[src/rtl/clk_rst_pkg.sv]
// Shared types and defaults for the clock-wizard reset sequencer.
// Optional status counter in clk_rst_seq is enabled by CLK_RST_SEQ_STATUS_EN.
package clk_rst_pkg;

  typedef enum logic [2:0] {
    RESET_PLL = 3'd0,
    WAIT_LOCK = 3'd1,
    STABLE    = 3'd2,
    RUN       = 3'd3,
    FAULT     = 3'd4
  } seq_state_t;

  localparam int unsigned DEF_RST_CYCLES    = 8;
  localparam int unsigned DEF_LOCK_TIMEOUT  = 1024;
  localparam int unsigned DEF_STABLE_CYCLES = 16;
  localparam int unsigned DEF_MAX_RETRIES   = 3;
  localparam int unsigned LOSS_CNT_W        = 8;

  // Registered sequencer outputs, decoded from the state being entered
  typedef struct packed {
    logic pll_reset;
    logic sys_reset_n;
    logic fault;
  } seq_out_t;

  localparam seq_out_t OUT_RESET = '{pll_reset: 1'b1, sys_reset_n: 1'b0, fault: 1'b0};

  // Width of a counter that must hold 0..max_val; never narrower than 1 bit
  function automatic int unsigned cnt_width(input int unsigned max_val);
    return (max_val > 0) ? int'($clog2(max_val + 1)) : 1;
  endfunction

  // Output levels associated with each state
  function automatic seq_out_t decode_outputs(input seq_state_t s);
    seq_out_t o;
    o.pll_reset   = (s == RESET_PLL);
    o.sys_reset_n = (s == RUN);
    o.fault       = (s == FAULT);
    return o;
  endfunction

endpackage

[src/rtl/sync_2ff.sv]
// Two-flop synchronizer for a single asynchronous status bit, resets to 0.
module sync_2ff (
  input  logic clk,
  input  logic rst_n,
  input  logic d,
  output logic q
);

  logic meta_q, meta_d;
  logic sync_q, sync_d;

  // Shift the raw input through the two stages
  always_comb begin
    meta_d = d;
    sync_d = meta_q;
  end

  // Synchronizer flops
  always_ff @(posedge clk or negedge rst_n) begin
    if (!rst_n) begin
      meta_q <= 1'b0;
      sync_q <= 1'b0;
    end else begin
      meta_q <= meta_d;
      sync_q <= sync_d;
    end
  end

  assign q = sync_q;

endmodule

[src/rtl/clk_rst_seq.sv]
// Clock/reset sequencer for the clock wizard: pulses the wizard reset, waits
// for a stable lock, then releases the system reset. Lock loss re-runs the
// sequence; exhausted retries park in a sticky fault until restart/reset_n.
// Define CLK_RST_SEQ_STATUS_EN to add the lock_loss_cnt status output.
module clk_rst_seq
  import clk_rst_pkg::*;
#(
  parameter int unsigned RST_CYCLES    = DEF_RST_CYCLES,
  parameter int unsigned LOCK_TIMEOUT  = DEF_LOCK_TIMEOUT,
  parameter int unsigned STABLE_CYCLES = DEF_STABLE_CYCLES,
  parameter int unsigned MAX_RETRIES   = DEF_MAX_RETRIES,
  localparam int unsigned RETRY_W      = cnt_width(MAX_RETRIES)
) (
  input  logic               clk,
  input  logic               reset_n,
  input  logic               locked,
  input  logic               restart,
  output logic               pll_reset,
  output logic               sys_reset_n,
  output logic               fault,
  output logic [RETRY_W-1:0] retry_cnt
`ifdef CLK_RST_SEQ_STATUS_EN
  ,
  output logic [LOSS_CNT_W-1:0] lock_loss_cnt
`endif
);

  localparam int unsigned RST_W = cnt_width(RST_CYCLES);
  localparam int unsigned TO_W  = cnt_width(LOCK_TIMEOUT);
  localparam int unsigned STB_W = cnt_width(STABLE_CYCLES);

  seq_state_t         state_q, state_d;
  logic [RST_W-1:0]   rst_cnt_q, rst_cnt_d;
  logic [TO_W-1:0]    to_cnt_q, to_cnt_d;
  logic [STB_W-1:0]   stb_cnt_q, stb_cnt_d;
  logic [RETRY_W-1:0] retry_q, retry_d;
  seq_out_t           out_q, out_d;
  logic               lock_s;

  // Bring the wizard lock into the clk domain
  sync_2ff u_lock_sync (
    .clk   (clk),
    .rst_n (reset_n),
    .d     (locked),
    .q     (lock_s)
  );

  // State, counter and output registers
  always_ff @(posedge clk or negedge reset_n) begin
    if (!reset_n) begin
      state_q   <= RESET_PLL;
      rst_cnt_q <= '0;
      to_cnt_q  <= '0;
      stb_cnt_q <= '0;
      retry_q   <= '0;
      out_q     <= OUT_RESET;
    end else begin
      state_q   <= state_d;
      rst_cnt_q <= rst_cnt_d;
      to_cnt_q  <= to_cnt_d;
      stb_cnt_q <= stb_cnt_d;
      retry_q   <= retry_d;
      out_q     <= out_d;
    end
  end

  // Next state and counter updates; restart wins over lock loss over timers.
  // The lock_s=1 cycle that moves WAIT_LOCK to STABLE is the first stable
  // cycle, so STABLE finishes when the cleared counter plus that cycle plus
  // the current one reaches STABLE_CYCLES.
  always_comb begin
    state_d   = state_q;
    rst_cnt_d = rst_cnt_q;
    to_cnt_d  = to_cnt_q;
    stb_cnt_d = stb_cnt_q;
    retry_d   = retry_q;

    if (restart) begin
      state_d   = RESET_PLL;
      rst_cnt_d = '0;
      retry_d   = '0;
    end else begin
      case (state_q)
        RESET_PLL: begin
          if (rst_cnt_q >= RST_W'(RST_CYCLES - 1)) begin
            state_d  = WAIT_LOCK;
            to_cnt_d = '0;
          end else begin
            rst_cnt_d = rst_cnt_q + RST_W'(1);
          end
        end

        WAIT_LOCK: begin
          if (lock_s) begin
            if (STABLE_CYCLES <= 1) begin
              state_d = RUN;
              retry_d = '0;
            end else begin
              state_d   = STABLE;
              stb_cnt_d = '0;
            end
          end else if (to_cnt_q >= TO_W'(LOCK_TIMEOUT - 1)) begin
            if (retry_q < RETRY_W'(MAX_RETRIES)) begin
              state_d   = RESET_PLL;
              rst_cnt_d = '0;
              retry_d   = retry_q + RETRY_W'(1);
            end else begin
              state_d = FAULT;
            end
          end else begin
            to_cnt_d = to_cnt_q + TO_W'(1);
          end
        end

        STABLE: begin
          if (!lock_s) begin
            state_d  = WAIT_LOCK;
            to_cnt_d = '0;
          end else if ((32'(stb_cnt_q) + 32'd2) >= STABLE_CYCLES) begin
            state_d = RUN;
            retry_d = '0;
          end else begin
            stb_cnt_d = stb_cnt_q + STB_W'(1);
          end
        end

        RUN: begin
          if (!lock_s) begin
            state_d   = RESET_PLL;
            rst_cnt_d = '0;
          end
        end

        FAULT: begin
          state_d = FAULT;
        end

        default: begin
          state_d   = RESET_PLL;
          rst_cnt_d = '0;
        end
      endcase
    end
  end

  // Outputs are registered from the state being entered so they change on
  // the same edge as the transition
  always_comb begin
    out_d = decode_outputs(state_d);
  end

  assign pll_reset   = out_q.pll_reset;
  assign sys_reset_n = out_q.sys_reset_n;
  assign fault       = out_q.fault;
  assign retry_cnt   = retry_q;

`ifdef CLK_RST_SEQ_STATUS_EN
  logic                  lock_loss_c;
  logic [LOSS_CNT_W-1:0] loss_cnt_q, loss_cnt_d;

  assign lock_loss_c = (state_q == RUN) && !lock_s && !restart;

  // Saturating count of lock losses while running; survives restart
  always_comb begin
    loss_cnt_d = loss_cnt_q;
    if (lock_loss_c && (loss_cnt_q != {LOSS_CNT_W{1'b1}})) begin
      loss_cnt_d = loss_cnt_q + LOSS_CNT_W'(1);
    end
  end

  // Lock-loss counter register
  always_ff @(posedge clk or negedge reset_n) begin
    if (!reset_n) begin
      loss_cnt_q <= '0;
    end else begin
      loss_cnt_q <= loss_cnt_d;
    end
  end

  assign lock_loss_cnt = loss_cnt_q;
`endif

endmodule

[config.mk]
export PLATFORM = sky130hd
export DESIGN_NAME = clk_rst_seq
export DESIGN_NICKNAME = d
export VERILOG_FILES = /design/src/rtl/clk_rst_pkg.sv /design/src/rtl/sync_2ff.sv /design/src/rtl/clk_rst_seq.sv
export SDC_FILE = /design/constraint.sdc
export NUM_CORES = 1
export LEC_CHECK = 0
export CORE_UTILIZATION = 57
export DETAILED_ROUTE_END_ITERATION = 12
export GPL_TIMING_DRIVEN = 1
export MAX_ROUTING_LAYER = met4
export PLACE_DENSITY = 0.82
export SYNTH_ARGS = -nofsm -noshare
export SYNTH_HDL_FRONTEND = slang
export SYNTH_SLANG_ARGS = --single-unit
[constraint.sdc]
create_clock -name clk -period 2.7 [get_ports clk]
set_input_delay 0.54 -clock clk [delete_from_list [all_inputs] [get_ports clk]]
set_output_delay 0.54 -clock clk [all_outputs]
set_load 0.02 [all_outputs]
==> results.yml, run 1 <==
status:
  status: "completed"
layout:
  fill_cells: 235
  drive_above_1_share: 0.116
  seq_area_sq_um: 752
  multiInputGateArea_sq_um: 850
  nets: 188
  antenna_cells: 0
  syn_to_final_growth_pct: 9.70
clocking:
  cts_sinks: 30
  clk_latency_ns: 0.33
  postCtsHoldBufs: 0
  path_clk_slew_ns: 0.09
  clockRootBuffer: "clkbuf_4"
  cts_buffers: 5
  ctsHtreeMaxLevel: 2
  post_cts_buffers: 0
  cts_resized: 0
  clock_path_buffers: 2
  cts_tree: "yes"
critical_path:
  rrSetupSlack_ns: 0.75
  path_class: "flop to output port"
  path_max_fanout: 1
  end_kind: "output port"
  cp_data_required_time_ns: 2.16
  path_cells: "clkdlybuf4s50_1"
  crit_buf_inv: 1
  slowest_stage: "clkdlybuf4s50_1"
  critPathArrivalTime_ns: 1.45
  reg2reg_from: "state_q[0]"
  reg2regPathDepth: 5
  critPathLaunchType: "flop"
  crit_family: "buffers and inverters"
  r2r-end: "rst_cnt_q[2]"
  cp_slowest_stage_delay_ns: 0.59
timing:
  rsz0062_at_grt: "no"
  final_hold_viol_count: 0
  slew_headroom: 0.584
  tns_ns: 0
  setup_viol: 0
  max_freq_ghz: 0.504
  fin_crit_sh: 0.736
  period_needed_ns: 1.99
  worst_pin_slew_ns: 0.619
  fin_skew_ns: 0.00601
  slew_viol_final: 0
die:
  die_w_um: 56.0
  io_pins: 9
  die_area_sq_mm: 0.00314
  num_rows: 19
  initial_core_util: 0.603
  core_region_area_sq_mm: 0.00276
  die_h_um: 56.0
placed_design:
  port_buffers: 8
  post-dp-hpwl_mm: 2.46
  place_congestion: 0.901
global_route:
  grtUsageTotal: 0.251
  first_global_vias: 1349
  antenna_found_initial: 0
  grt_pass1_wl_mm: 5.96
  overflow: 0
  grt_start_max_net_pins: 31
synth:
  yosysMostFrequentCell: "dfrtp_1"
  synth_nets: 176
  yosys_warnings: 0
  synth.top_cell.area_share: 0.436
  ys_seq_area_frac: 0.452
  yosys-top-cells-area: "dfrtp_1, nor2_1, ha_1, xnor2_1, nand2_1"
  syn_avg_cell_area_sq_um: 9.91
  ys_async_sr_fraction: 1.00
  ys_ff_latch: 30
  yosys.area.top_type: "dfrtp_1"
  synth_common_cells: "dfrtp_1, nor2_1, nand2_1"
  synth_ff_type: "dfrtp_1"
  synth_cell_type_count: 52
  synth_edf_count: 0
  syn_area_sq_mm: 0.00166
  synth_cells: 168
pwr:
  p_int_mw: 0.643
  power_mw: 0.877
  power_density_mw_per_mm2: 480
  leakage_nw: 0.798
  seq_power_share: 0.585
  p_sw_mw: 0.234
  sw_frac_of_total: 0.267
  peakVddDrop_mv: 0.392
  clockPowerShare: 0.315
  combPwrFrac: 0.101
drt:
  wl_per_cell_um: 16.0
  dr.pass1.iters: 4
  route.detailed.drc: 0
  ant_nets: 0
  vias: 1345
  viasPerCell: 6.34
  dr.first_iter.drc_count: 55
  wl_mm: 3.38
hold_path:
  min_from: "u_lock_sync.meta_q"
  holdPathStages: 0
  hold_end: "u_lock_sync.q"
  worstHoldPathType: "flop to flop"
run:
  cap_violations: 0
## routing by layer
| metal | up-vias | routed length (um) | track usage |
|---|---|---|---|
| met3 | 10 | 198 | 0.0744 |
| li1 | 643 | - | - |
| met2 | 44 | 1670 | 0.376 |
| met5 | - | 0 | - |
| met4 | 0 | 70 | 0.125 |
| met1 | 648 | 1450 | 0.310 |
## sequential cells by signal (all words and copies together), names as in the netlist
name and count:
fault 1, pll_reset 1, retry_cnt 2, rst_cnt_q 4, state_q 3, stb_cnt_q 5
sys_reset_n 1, to_cnt_q 11, u_lock_sync.meta_q 1, u_lock_sync.q 1
## area by class of cell
cell class / instances / area share
Inverter: 6 / 0.0123
Multi-Input combinational cell: 126 / 0.465
Sequential cell: 30 / 0.412
Tap cell: 31 / 0.0212
Timing Repair Buffer: 11 / 0.0562
Clock buffer: 7 / 0.0302
Clock inverter: 1 / 0.00274
## cell families after synthesis
kind of cell	share of synthesized area
flip-flops	0.452
buffers and inverters	0.0376
adder cells (fa/ha/maj)	0.0301
multiplexers	0.0120
AO/OA/AOI/OAI	0.204
XOR/XNOR	0.0368
AND/OR/NAND/NOR	0.228
## stage by stage
stage                     hold slack [ns]  instances  utilization  setup slack, ns  cell area (sq um)
after global routing                0.387        212        0.662            0.638               1830
after floorplan                     0.244        168            -             1.01               1660
after global placement              0.335        204        0.640            0.638               1770
after CTS                           0.367        212        0.662            0.700               1830
after detailed placement            0.346        204        0.640            0.591               1770
final                               0.361        212        0.662            0.714               1830
## power by group through the flow
stage               Clock [mW]  Combinational [mW]  Sequential, mW
global route             0.297               0.101           0.517
finish                   0.276              0.0883           0.512
detailed placement           0              0.0892           0.520
floorplan                    0              0.0616           0.513
CTS                      0.284              0.0895           0.512
global placement             0              0.0852           0.518
## worst max-delay path by stage
stage / cells past startpoint / slack (ns) / start / to
6_report: 1 / 0.71 / pll_reset / pll_reset
5_1_grt: 5 / 0.64 / state_q[0] / rst_cnt_q[2]
4_1_cts: 1 / 0.70 / pll_reset / pll_reset
3_5_place_dp: 5 / 0.59 / restart / stb_cnt_q[3]
3_3_place_gp: 6 / 0.64 / restart / rst_cnt_q[1]
2_1_floorplan: 6 / 1.01 / restart / rst_cnt_q[1]
## placed cells by master, fill, tap and decap left out, drive strengths merged, types with 4 or more instances in the layout
master	netlist	layout
o21ai	8	8
nor2b	5	5
xnor2	5	5
clkdlybuf4s50	0	8
nor3	6	6
inv	6	6
a21o	4	4
nor2	20	20
a31oi	4	4
nand2	11	11
dfrtp	29	29
nor4	5	5
a21oi	7	7
ha	4	4
clkbuf	3	7
Note: power is estimated with default switching activity, not from simulation.
==> run 2, diff against run 1 <==
--- a/config.mk
+++ b/config.mk
@@ -5,11 +5,11 @@
 export SDC_FILE = /design/constraint.sdc
 export NUM_CORES = 1
 export LEC_CHECK = 0
-export CORE_UTILIZATION = 57
+export CORE_UTILIZATION = 53
 export DETAILED_ROUTE_END_ITERATION = 12
 export GPL_TIMING_DRIVEN = 1
 export MAX_ROUTING_LAYER = met4
-export PLACE_DENSITY = 0.82
+export PLACE_DENSITY = 0.81
 export SYNTH_ARGS = -nofsm -noshare
 export SYNTH_HDL_FRONTEND = slang
 export SYNTH_SLANG_ARGS = --single-unit
==> constraint.sdc (replaced) <==
create_clock -name clk -period 1.73 [get_ports clk]
set_input_delay 0.346 -clock clk [delete_from_list [all_inputs] [get_ports clk]]
set_output_delay 0.346 -clock clk [all_outputs]
set_load 0.02 [all_outputs]
==> results.yml, run 2 (synthesis results as in run 1) <==
drt:
  dr.pass1.iters: 4
  route.detailed.drc: 0
  dr_wl_met3_um: 206
  vias: 1456
  wl_met2_mm: 1.97
  wl_mm: 3.94
  dr.first_iter.drc_count: 56
  ant_nets: 0
  wl_per_cell_um: 16.8
  viasPerCell: 6.22
  drt-met1-wl_mm: 1.68
  top_layer_used: "met4"
die:
  die_w_um: 58.0
  die_h_um: 58.0
  core_region_area_sq_mm: 0.00285
  io_pins: 9
  num_rows: 19
  initial_core_util: 0.583
  die_area_sq_mm: 0.00337
placed_design:
  post-dp-hpwl_mm: 2.46
  place_congestion: 0.862
  port_buffers: 8
  placed_cell_area_sq_mm: 0.00189
timing:
  final_hold_viol_count: 0
  slew_headroom: 0.527
  setup_viol: 3
  hold_slack_ns: 0.365
  max_freq_ghz: 0.570
  layout_setup_ws_ns: -0.0247
  slew_viol_final: 0
  fin_crit_sh: 1.01
  rsz0062_at_grt: "yes"
  fin_skew_ns: 0.00913
  worst_pin_slew_ns: 0.703
  period_needed_ns: 1.75
global_route:
  first_global_vias: 1380
  antenna_found_initial: 0
  grtUsageTotal: 0.243
  grt_start_max_net_pins: 31
  overflow: 0
  grt_pass1_wl_mm: 5.90
critical_path:
  critPathArrivalTime_ns: 2.00
  reg2regPathDepth: 4
  cp_slowest_stage_delay_ns: 0.63
  end_kind: "flop"
  path_max_fanout: 8
  path_class: "flop to flop"
  rrSetupSlack_ns: -0.02
  critPathLaunchType: "flop"
  path_cells: "buf_4 -> nor4_1 -> nand2_1 -> o2bb2ai_1"
  cp_data_required_time_ns: 1.97
  slowest_stage: "nor4_1"
pwr:
  leakage_nw: 0.919
  peakVddDrop_mv: 0.505
  clockPowerShare: 0.283
  combPwrFrac: 0.143
  sw_frac_of_total: 0.273
  power_density_mw_per_mm2: 663
  p_int_mw: 1.00
  seq_power_share: 0.575
  p_sw_mw: 0.375
run:
  cap_violations: 0
hold_path:
  worstHoldPathType: "flop to flop"
  holdPathStages: 0
clocking:
  clockRootBuffer: "clkbuf_4"
  clk_latency_ns: 0.33
  path_clk_slew_ns: 0.08
  cts_buffers: 5
  cts_sinks: 30
  ctsHtreeMaxLevel: 2
  postCtsHoldBufs: 0
  clock_path_buffers: 2
  cts_tree: "yes"
layout:
  fin_area_sq_mm: 0.00207
  layout_common_cells: "buf_4, dfrtp_1, nor2_1, nand2_1, o21ai_0"
  largest_register_ff_count: 11
  nets: 210
  top_register: "to_cnt_q"
  drive_above_1_share: 0.281
  largestRegisters: "to_cnt_q x11, stb_cnt_q x5, rst_cnt_q x4"
  syn_to_final_growth_pct: 24.5
  layout_commonest_cell: "buf_4"
  antenna_cells: 0
status:
  violations: "negative setup slack"
  status: "finished, violations left"
==> run 2: changes by cell type in the layout (fill, tap and decap cells not counted), sizes merged <==
| cell | previous run | this run |
|---|---|---|
| clkbuf | 7 | 8 |
| clkdlybuf4s50 | 8 | 6 |
| dlymetal6s2s | 0 | 1 |
| buf | 3 | 25 |
| clkinv | 1 | 0 |
| dlygate4sd2 | 0 | 1 |
==> run 2: area by class of cell <==
| type | instances | area, sq um |
|---|---|---|
| inverter | 6 | 22.5 |
| tap | 31 | 38.8 |
| multi-input combinational | 126 | 935 |
| sequential | 30 | 758 |
| timing repair buffer | 33 | 269 |
| fill | 208 | 781 |
| clock buffer | 8 | 48.8 |
==> run 2: worst paths after layout <==
check | startpoint | endpoint
setup reg to reg | state_q[1] | rst_cnt_q[3]
hold / removal | u_lock_sync.meta_q | u_lock_sync.q
max in group asynchronous | reset_n | pll_reset
hold reg to reg | u_lock_sync.meta_q | u_lock_sync.q
min in group asynchronous | reset_n | to_cnt_q[4]
setup / recovery | state_q[1] | rst_cnt_q[3]
==> run 2: worst max-delay path: cells and delay by family, from the launching register on <==
| family | cells | cell delay (ns) |
|---|---|---|
| AO/OA/AOI/OAI | 1 | 0.20 |
| buffers and inverters | 1 | 0.20 |
| flip-flops | 1 | 0.48 |
| AND/OR/NAND/NOR | 2 | 0.80 |
==> run 2: repair_timing <==
item                                    CTS  global route
endpoints found under the setup margin    8            18
resized for setup                         5            20
pin swaps                                 1             5
setup buffers                             0             5
==> run 2: power groups by stage <==
stage | Sequential (mW) | Combinational (mW) | Clock [mW]
after detailed placement | 0.802 | 0.168 | 0
after global routing | 0.797 | 0.219 | 0.433
after CTS | 0.789 | 0.169 | 0.406
after floorplan | 0.801 | 0.0962 | 0
final | 0.790 | 0.196 | 0.388
after global placement | 0.800 | 0.163 | 0
==> run 2: layer usage <==
metal | vias to the layer above | global-route usage
li1 | 687 | -
met2 | 55 | 0.383
met3 | 12 | 0.0714
met5 | - | -
met4 | 0 | 0.112
met1 | 702 | 0.287
==> run 2: per-stage QoR <==
step	total power [mW]	setup WS (ns)	std cells	TNS, ns	utilization
finish	1.37	-0.0247	234	-0.0615	0.726
global route	1.45	-0.0939	234	-0.453	0.726
CTS	1.36	0.0141	229	0	0.684
detailed placement	0.970	-0.115	221	-0.534	0.664
global placement	0.964	-0.0636	221	-0.232	0.664
floorplan	0.897	0.116	168	0	-
